`src/rtl/pipe_ctrl_pkg.sv`:
```
// Shared definitions for the pipeline issue controller: instruction layout,
// func codes and operand-usage decode.
package pipe_ctrl_pkg;

  localparam int INSTR_W  = 24;
  localparam int FUNC_W   = 4;
  localparam int REG_W    = 4;
  localparam int ADDR_W   = 8;
  localparam int FUNC_LSB = 20;
  localparam int RD_LSB   = 16;
  localparam int RS1_LSB  = 12;
  localparam int RS2_LSB  = 8;
  localparam int ADDR_LSB = 0;

  localparam logic [FUNC_W-1:0] F_ADD = 4'd0;
  localparam logic [FUNC_W-1:0] F_SUB = 4'd1;
  localparam logic [FUNC_W-1:0] F_AND = 4'd2;
  localparam logic [FUNC_W-1:0] F_NOT = 4'd3;
  localparam logic [FUNC_W-1:0] F_LD  = 4'd4;
  localparam logic [FUNC_W-1:0] F_OR  = 4'd5;
  localparam logic [FUNC_W-1:0] F_XOR = 4'd6;
  localparam logic [FUNC_W-1:0] F_CMP = 4'd7;
  localparam logic [FUNC_W-1:0] F_MOV = 4'd8;
  localparam logic [FUNC_W-1:0] F_ST  = 4'd9;
  localparam logic [FUNC_W-1:0] F_SHR = 4'd10;
  localparam logic [FUNC_W-1:0] F_SHL = 4'd11;

  // Field order matches the packed 24-bit instruction word, MSB first.
  typedef struct packed {
    logic [FUNC_W-1:0] func;
    logic [REG_W-1:0]  rd;
    logic [REG_W-1:0]  rs1;
    logic [REG_W-1:0]  rs2;
    logic [ADDR_W-1:0] addr;
  } instr_t;

  function automatic logic is_illegal(input logic [FUNC_W-1:0] func);
    return func >= 4'd12;
  endfunction

  function automatic logic uses_rs1(input logic [FUNC_W-1:0] func);
    return (func <= F_NOT) || (func >= F_OR && func <= F_MOV) ||
           func == F_SHR || func == F_SHL;
  endfunction

  function automatic logic uses_rs2(input logic [FUNC_W-1:0] func);
    return (func <= F_AND) || (func >= F_LD && func <= F_CMP) || func == F_ST;
  endfunction

endpackage

```
`src/rtl/pipe_scoreboard.sv`:
```
// Per-register write-pending counters. A register is busy while its counter
// is nonzero; each requester gets its own pair of source-register queries.
module pipe_scoreboard
  import pipe_ctrl_pkg::*;
#(
  parameter int PIPE_DEPTH = 2,
  parameter int NREG       = 16
) (
  input  logic                  clk,
  input  logic                  rst,
  input  logic                  set_en,
  input  logic [REG_W-1:0]      set_rd,
  input  logic [1:0][REG_W-1:0] q1,
  input  logic [1:0][REG_W-1:0] q2,
  output logic [1:0]            busy1,
  output logic [1:0]            busy2
);

  localparam int CW = $clog2(PIPE_DEPTH + 2);
  localparam logic [CW-1:0] LOAD = CW'(PIPE_DEPTH + 1);

  logic [CW-1:0] cnt [NREG];

  // Load on a new writer (restarts any pending count), otherwise count down.
  always_ff @(posedge clk or posedge rst) begin
    if (rst) begin
      for (int i = 0; i < NREG; i++) cnt[i] <= '0;
    end else begin
      for (int i = 0; i < NREG; i++) begin
        if (set_en && set_rd == REG_W'(i)) cnt[i] <= LOAD;
        else if (cnt[i] != '0)             cnt[i] <= cnt[i] - 1'b1;
      end
    end
  end

  // Busy lookup for both requesters' source registers.
  always_comb begin
    for (int k = 0; k < 2; k++) begin
      busy1[k] = cnt[q1[k]] != '0;
      busy2[k] = cnt[q2[k]] != '0;
    end
  end

endmodule

```
`src/rtl/pipe_issue_ctrl.sv`:
```
// Two-requester round-robin issue controller with RAW hazard holdback,
// producing one registered issue slot per cycle for the pipeline.
module pipe_issue_ctrl
  import pipe_ctrl_pkg::*;
#(
  parameter int PIPE_DEPTH = 2,
  parameter int NREG       = 16
) (
  input  logic               clk,
  input  logic               rst,
  input  logic               req0_valid,
  input  logic [INSTR_W-1:0] req0_instr,
  output logic               req0_ready,
  input  logic               req1_valid,
  input  logic [INSTR_W-1:0] req1_instr,
  output logic               req1_ready,
  input  logic               hold,
  output logic               iss_valid,
  output logic [FUNC_W-1:0]  iss_func,
  output logic [REG_W-1:0]   iss_rd,
  output logic [REG_W-1:0]   iss_rs1,
  output logic [REG_W-1:0]   iss_rs2,
  output logic [ADDR_W-1:0]  iss_addr,
  output logic               iss_src,
  output logic               err_illegal,
  output logic [15:0]        issue_count
);

  instr_t                  ins [2];
  logic [1:0]              valid_v;
  logic [1:0]              elig;
  logic [1:0][REG_W-1:0]   q1;
  logic [1:0][REG_W-1:0]   q2;
  logic [1:0]              busy1;
  logic [1:0]              busy2;
  logic                    prio;
  logic                    gnt;
  logic                    gidx;
  instr_t                  sel;
  logic                    sel_ill;
  logic                    set_en;

  assign ins[0]  = instr_t'(req0_instr);
  assign ins[1]  = instr_t'(req1_instr);
  assign valid_v = {req1_valid, req0_valid};

  pipe_scoreboard #(
    .PIPE_DEPTH (PIPE_DEPTH),
    .NREG       (NREG)
  ) u_sb (
    .clk    (clk),
    .rst    (rst),
    .set_en (set_en),
    .set_rd (sel.rd),
    .q1     (q1),
    .q2     (q2),
    .busy1  (busy1),
    .busy2  (busy2)
  );

  // Eligibility per requester; illegal funcs skip the hazard check since
  // they are dropped rather than issued.
  always_comb begin
    for (int k = 0; k < 2; k++) begin
      q1[k]   = ins[k].rs1;
      q2[k]   = ins[k].rs2;
      elig[k] = valid_v[k] && !hold && !rst &&
                (is_illegal(ins[k].func) ||
                 (!(uses_rs1(ins[k].func) && busy1[k]) &&
                  !(uses_rs2(ins[k].func) && busy2[k])));
    end
  end

  // Round-robin pick; an ineligible requester falls out so the other wins.
  always_comb begin
    gnt        = |elig;
    gidx       = (&elig) ? prio : elig[1];
    req0_ready = gnt && !gidx;
    req1_ready = gnt && gidx;
    sel        = gidx ? ins[1] : ins[0];
    sel_ill    = is_illegal(sel.func);
    set_en     = gnt && !sel_ill;
  end

  // Issue register, error pulse, issue counter and priority pointer.
  always_ff @(posedge clk or posedge rst) begin
    if (rst) begin
      iss_valid   <= 1'b0;
      iss_func    <= '0;
      iss_rd      <= '0;
      iss_rs1     <= '0;
      iss_rs2     <= '0;
      iss_addr    <= '0;
      iss_src     <= 1'b0;
      err_illegal <= 1'b0;
      issue_count <= '0;
      prio        <= 1'b0;
    end else begin
      iss_valid   <= set_en;
      err_illegal <= gnt && sel_ill;
      if (set_en) begin
        iss_func    <= sel.func;
        iss_rd      <= sel.rd;
        iss_rs1     <= sel.rs1;
        iss_rs2     <= sel.rs2;
        iss_addr    <= sel.addr;
        iss_src     <= gidx;
        issue_count <= issue_count + 16'd1;
      end
      if (gnt) prio <= !gidx;
    end
  end

endmodule

```
`config.mk`:
```
export PLATFORM = sky130hd
export DESIGN_NAME = pipe_issue_ctrl
export DESIGN_NICKNAME = d
export VERILOG_FILES = /design/src/rtl/pipe_ctrl_pkg.sv /design/src/rtl/pipe_scoreboard.sv /design/src/rtl/pipe_issue_ctrl.sv
export SDC_FILE = /design/constraint.sdc
export NUM_CORES = 1
export LEC_CHECK = 0
export BUFFER_PORTS_ARGS = -buffer_cell sky130_fd_sc_hd__buf_2
export CAP_MARGIN = 20
export CORE_AREA = 2 2 96 98
export DETAILED_ROUTE_END_ITERATION = 16
export DIE_AREA = 0 0 98 100
export PLACE_DENSITY = 0.83
export SETUP_SLACK_MARGIN = 0.1
export SLEW_MARGIN = 20
export SYNTH_ARGS = -nofsm -noshare
export SYNTH_HDL_FRONTEND = slang
export SYNTH_SLANG_ARGS = --single-unit
```
`constraint.sdc`:
```
create_clock -name clk -period 3.05 [get_ports clk]
set_input_delay 0.4575 -clock clk [delete_from_list [all_inputs] [get_ports clk]]
set_output_delay 0.4575 -clock clk [all_outputs]
set_load 0.1 [all_outputs]
```
; ---- Word level (Yosys, flattened, before mapping)
; Index checks and enable logic that the tools add are counted.
[classes]
reduce_logical = 95
order_cmp = 19
n_mux = 46
n_eq_ne = 21
n_bitwise = 4
addsub = 17
[op_table]
columns = operator, count
row1 = 2-bit 2-to-1 mux, 40
row2 = 2-bit nonzero test, 36
row3 = 4-bit == test (second input constant), 14
row4 = 1-bit logical AND, 36
row5 = 2-bit binary-select mux with 4-bit select, 4
row6 = 2-bit by 1-bit subtractor with 2-bit output (second input constant), 16
row7 = 24-bit 2-to-1 mux, 1
row8 = 5-bit greater-or-equal comparator (second input constant), 4
row9 = 4-bit inverter with 5-bit output, 4
row10 = 16-bit by 1-bit adder with 16-bit output (second input constant), 1
row11 = 4-bit by 3-bit == test with 1-bit output (second input constant), 4
row12 = 4-bit by 3-bit greater-or-equal comparator with 1-bit output (second input constant), 4
row13 = 4-bit by 2-bit less-or-equal comparator with 1-bit output (second input constant), 4
row14 = 4-bit greater-or-equal comparator (second input constant), 3
row15 = 1-bit logical OR, 12
row16 = 4-bit by 2-bit == test with 1-bit output (second input constant), 2
row17 = 4-bit by 3-bit less-or-equal comparator with 1-bit output (second input constant), 2
row18 = 4-bit less-or-equal comparator (second input constant), 2
row19 = 1-bit logical NOT, 8
row20 = 4-bit by 1-bit == test with 1-bit output (second input constant), 1
row21 = 4-bit logical NOT, 1
row22 = 2-bit AND reduction, 1
row23 = 2-bit OR reduction, 1
row24 = 1-bit 2-to-1 mux, 1
[totals]
word_cells = 228
inputBits = 53
ff_bits = 76
out_inout_bits = 45

; ---- Logic depth before layout (Yosys ltp)
[logic_depth]
depth_word = 18
ltp_mapped = 11

; ---- Cells and area by module
; A second synthesis with hierarchy kept.
[hier_totals]
hier_cells = 456
hier_area_um2 = 4481.8
[by_module_without_submodules]
columns = module, seq_area_each_um2, area_per_inst_um2, n_inst, cells_each
row1 = pipe_scoreboard, 800.8, 2297.2, 1, 225
row2 = pipe_issue_ctrl, 1101.1, 2184.6, 1, 231

; ---- Worst setup path after synthesis
; Ideal clock, no wire load.
[synth_timing]
kind = input to output
start = input port req1_instr[12]
end = output port req1_ready
required_ns = 2.592
setup_slack_ns = 0.164
path_stages = 8
arrival_time_ns = 2.428
path_cell_list = clkbuf_1 a31oi_1 mux4_2 a22oi_1 o211ai_1 buf_2 inv_2 buf_2
[synth_via]
elab_chain_len = 13
[synth_lines]
columns = item, line_no
row1 = start: declaration, pipe_issue_ctrl.sv:15  ; input logic [INSTR_W-1:0] req1_instr,
row2 = 4-bit inverter with 5-bit output (not written as such) (*), pipe_scoreboard.sv:39  ; busy1[k] = cnt[q1[k]] != '0;
row3 = 2-bit binary-select mux with 4-bit select (*), pipe_scoreboard.sv:39
row4 = 2-bit 2-to-1 mux (not written as such) (*) (2 in a row), pipe_scoreboard.sv:39
row5 = 2-bit nonzero test (*), pipe_scoreboard.sv:39
row6 = 1-bit logical AND (*), pipe_issue_ctrl.sv:69  ; (!(uses_rs1(ins[k].func) && busy1[k]) &&
row7 = 1-bit logical NOT (*), pipe_issue_ctrl.sv:69
row8 = 1-bit logical AND (*), pipe_issue_ctrl.sv:69
row9 = 1-bit logical OR (*), pipe_issue_ctrl.sv:68  ; (is_illegal(ins[k].func) ||
row10 = 1-bit logical AND (*), pipe_issue_ctrl.sv:67  ; elig[k] = valid_v[k] && !hold && !rst &&
row11 = 2-bit AND reduction, pipe_issue_ctrl.sv:77  ; gidx = (&elig) ? prio : elig[1];
row12 = 1-bit 2-to-1 mux, pipe_issue_ctrl.sv:77
row13 = 1-bit logical AND (*), pipe_issue_ctrl.sv:79  ; req1_ready = gnt && gidx;
row14 = end: declaration, pipe_issue_ctrl.sv:16  ; output logic req1_ready,
; Mark *: on every way between the ends. The rest lies on a longest branch, timed or not. The select of a mux whose other input is x is not followed.

; ---- Worst setup path in the final report
[layout_timing]
start = register u_sb.cnt[2] in the netlist's numbering
end = output port req1_ready
[layout_via]
elab_chain_len = 12
[layout_lines]
columns = item, line_no
row1 = start: declaration, pipe_scoreboard.sv:22  ; logic [CW-1:0] cnt [NREG];
row2 = start signal: indexed assignment, pipe_scoreboard.sv:30  ; if (set_en && set_rd == REG_W'(i)) cnt[i] <= LOAD;
row3 = 2-bit binary-select mux with 4-bit select (on tied branches), "pipe_scoreboard.sv:39, pipe_scoreboard.sv:40"
row4 = 2-bit 2-to-1 mux (on tied branches) (2 in a row), "pipe_scoreboard.sv:39, pipe_scoreboard.sv:40"
row5 = 2-bit nonzero test (on tied branches), "pipe_scoreboard.sv:39, pipe_scoreboard.sv:40"
row6 = 1-bit logical AND (on tied branches), "pipe_issue_ctrl.sv:69, pipe_issue_ctrl.sv:70"
row7 = 1-bit logical NOT (on tied branches), "pipe_issue_ctrl.sv:69, pipe_issue_ctrl.sv:70"
row8 = 1-bit logical AND, pipe_issue_ctrl.sv:69
row9 = 1-bit logical OR, pipe_issue_ctrl.sv:68
row10 = 1-bit logical AND, pipe_issue_ctrl.sv:67
row11 = 2-bit AND reduction, pipe_issue_ctrl.sv:77
row12 = 1-bit 2-to-1 mux, pipe_issue_ctrl.sv:77
row13 = 1-bit logical AND (*), pipe_issue_ctrl.sv:79
; Marked as above.

==> metrics.csv <==
stage,metric,value,unit
timing,relative slew slack,36.6,%
timing,Slew Limit Fails,0,
power,Lkg Pwr,0.00280,uW
yosys,Synth Area in Simple Gates,23.8,%
setup_path,"slowest stage delay, CP",0.47,ns
grt,GRT Resource Usage Total,26.4,%
grt,Congestion Overflow GR,0,
setup_path,Critical Path AT,2.46,ns
floorplan,Core Area,8890,sq um
yosys,Synth Area in Adders,4.44,%
grt,initial antenna violation count,0,
yosys,Post-synth top flop,dfrtp_1,
yosys,Synth Register Bits,76,
detailed_routing,# DRC,0,
detailed_routing,wire per inst,16.6,microns
yosys,Syn Std Cell Area,4790,sq um
timing,Total Neg Setup Slack,0,ns
clock_tree,H-Tree Depth,3,
clock_tree,worst-skew pair later-pin latency,0.37,ns
placement,Port Buf Inserts,97,
grt,largest net degree at the start of global routing,77,
timing,crit share post-route,95.7,%
timing,"Hold Vio Cnt, Final",0,
power,Max VDD drop,0.000504,V
detailed_routing,drt via density,5.70,
placement,hpwl dp,9260,microns
run_status,outcome,"complete, no violations",
setup_path,"Worst Path Class, Setup",register to output port,
setup_path,crit-path cells,"nor2_2, mux4_2, and3_4, o41ai_4, o211ai_1, inv_2, buf_12",
floorplan,Starting Density,53.9,%
clock_tree,CTS Buffer Depth,2,
cells_and_area,design area,5840,sq um
flow_run,max cap viols,0,
cells_and_area,P&R area growth vs syn,21.8,%
placement,pre-CTS WS,0.0942,ns
setup_path,Top delay family on crit path,compound AO/OA/AOI/OAI gates,
yosys,xor/xnor share of the synthesized area,5.66,%
timing,worst setup margin,0.130,ns
yosys,Ys Warns,0,
clock_tree,"Reg clk slew, reported paths",0.10,ns
detailed_routing,1st-iter DRT viols,311,
power,PwrDens,1100,nW/um^2
worst_hold_path,HP Class,primary input to register,
floorplan,Die Ht,100,microns
timing,min Tclk post-route,2.92,ns
cells_and_area,Util after Layout,65.7,%
yosys,syn nets,622,
detailed_routing,ANT nets after route,0,
clock_tree,Post-CTS Hold Fix Bufs,0,
setup_path,CP startpoint kind,register,
timing,Worst Tran Pin Value,0.951,ns
cells_and_area,# nets final,732,
timing,RSZ-0062 raised after global routing,yes,
yosys,mux share of post-synthesis cell area,8.80,%
cells_and_area,diode count,0,
yosys,"Avg Cell Area, Syn",8.68,sq um
yosys,Post-synth EDFFs,0,
floorplan,die footprint,9800,sq um
cells_and_area,share of layout cells above drive strength 1,28.5,%
detailed_routing,via count,4432,
timing,FMAX,0.342,GHz
placement,RD Place Congestion,0.930,
grt,first-pass GRT wire length,20700,microns
floorplan,boundary pin count,98,
yosys,Post-Syn Instances,552,
yosys,sequential cell area fraction in the yosys report,39.7,%
setup_path,Bufs and invs on worst path,2,
clock_tree,CTS tree,built,
grt,vias in the first global route,4231,
placement,Post-DP Area,5400,sq um
detailed_routing,first-pass iteration count of the detailed router,5,
clock_tree,TritonCTS Buffers,9,
setup_path,"Max FO, Critical Path",4,
yosys,Synth cell types,46,
setup_path,Critical Path RT,2.59,ns
detailed_routing,Routed WL,12900,microns
clock_tree,root buffer cell,clkbuf_8,
setup_path,crit end category,output port,
setup_path,slowest cell on the critical path,mux4_2,
timing,Final Setup Violations,0,
clock_tree,CTS sink cnt,76,
floorplan,Site Rows,35,
timing,Setup Skew,0.0111,ns
floorplan,die extent in x,98,microns
yosys,complex-gate fraction of the synthesized area,11.6,%
yosys,async set-or-reset flop fraction in the synthesized netlist,100,%
yosys,largest family of logic cells by synthesized area,simple AND/OR/NAND/NOR gates,
[state kept, by name (all words and copies together) (netlist names)]
name / cells
iss_valid: 1
iss_rs2: 4
iss_src: 1
iss_func: 4
iss_rd: 4
err_illegal: 1
prio: 1
issue_count: 16
iss_rs1: 4
u_sb.cnt: 32
iss_addr: 8
[cells by family (layout without fill, tap and decap cells)]
logic type	after synthesis	in the layout
simple gates	250	250
compound gates	85	85
flops	76	76
buf+inv	63	178
xor+xnor	31	31
mux	30	30
fa+ha+maj	17	17
[tightest hold or removal path, stage by stage]
cell	delay (ns)
buf_2	0.10
nand2_1	0.05
a31oi_1	0.07
[cells in the final DEF (no fill, tap or decap), types with 5 or more instances in the layout]
cell	synthesis	final
mux2i_1	5	5
nor3_1	20	17
and4_1	6	6
o211ai_1	7	7
nor2_1	63	58
dfrtp_2	0	6
clkbuf_8	0	9
and3_1	12	11
ha_1	17	17
xor2_1	17	17
mux4_2	8	8
a21oi_1	11	11
o21ai_0	17	16
nand3_1	15	15
nand4_1	6	6
xnor2_1	14	14
buf_4	4	21
mux2_2	17	17
nor3b_1	9	7
buf_2	10	95
a31oi_1	26	25
nand2_1	100	100
o21ai_1	9	10
nor2b_1	10	10
dfrtp_1	76	70
inv_1	41	40
[final timing paths]
| check | start | slack [ns] | cells past startpoint | to |
|---|---|---|---|---|
| min | req0_instr[5] | 0.33 | 3 | iss_addr[5]$_DFFE_PP0P_ |
| max reg2reg | u_sb.cnt[2]$_DFFE_PP0P_ | 0.28 | 11 | iss_addr[1]$_DFFE_PP0P_ |
| max | u_sb.cnt[2]$_DFFE_PP0P_ | 0.13 | 7 | req1_ready |
| min reg2reg | issue_count[15]$_DFFE_PP0P_ | 0.47 | 1 | issue_count[15]$_DFFE_PP0P_ |
| max in group asynchronous | rst | 1.99 | 3 | u_sb.cnt[16]$_DFFE_PP0P_ |
| min in group asynchronous | rst | 0.38 | 3 | iss_rs1[3]$_DFFE_PP0P_ |
[where the power goes]
| group | internal [uW] | switching (uW) |
|---|---|---|
| Sequential | 1460 | 406 |
| Combinational | 1180 | 2550 |
| Clock | 400 | 447 |
[area by class of cell]
| cell class | instances | area, sq um |
|---|---|---|
| clock inverters | 7 | 93.8 |
| multi-input cells | 413 | 2700 |
| repair buffers | 120 | 713 |
| inverters | 42 | 158 |
| fillers | 748 | 3050 |
| well taps | 111 | 139 |
| flip-flops and latches | 76 | 1910 |
| clock buffers | 9 | 124 |
[through the flow]
stage          hold slack [ns]  power [uW]  instances
4_1_cts                  0.335        6300        767
3_5_place_dp             0.460        5350        746
6_report                 0.334        6450        778
3_3_place_gp             0.454        5230        746
5_1_grt                  0.330        6830        778
2_1_floorplan            0.501        4640        552
[per-layer routing]
| layer | vias to the layer above | GRT usage [%] | part of all wire, % |
|---|---|---|---|
| met2 | 149 | 45.0 | 51 |
| met1 | 2135 | 33.4 | 41 |
| met3 | 31 | 4.60 | 5.6 |
| met5 | - | 0 | 0 |
| met4 | 0 | 11.1 | 2.8 |
| li1 | 2117 | - | - |
[cells in the mapped netlist (9+ instances only)]
library cell | count | area share [%]
a21oi_1 | 11 | 1.1
a31oi_1 | 26 | 3.4
and3_1 | 12 | 1.6
buf_2 | 10 | 1.0
dfrtp_1 | 76 | 40
ha_1 | 17 | 4.4
inv_1 | 41 | 3.2
mux2_2 | 17 | 4.0
nand2_1 | 100 | 7.8
nand3_1 | 15 | 1.6
nor2_1 | 63 | 4.9
nor2b_1 | 10 | 1.3
nor3_1 | 20 | 2.1
nor3b_1 | 9 | 1.4
o21ai_0 | 17 | 1.8
o21ai_1 | 9 | 0.94
xnor2_1 | 14 | 2.6
xor2_1 | 17 | 3.1
[repair_timing]
item,CTS,global route
buffers inserted,5,11
resized for setup,10,18
pin swaps,2,6
endpoints found under the setup margin,2,2
Note: power is estimated with default switching activity, not from simulation.
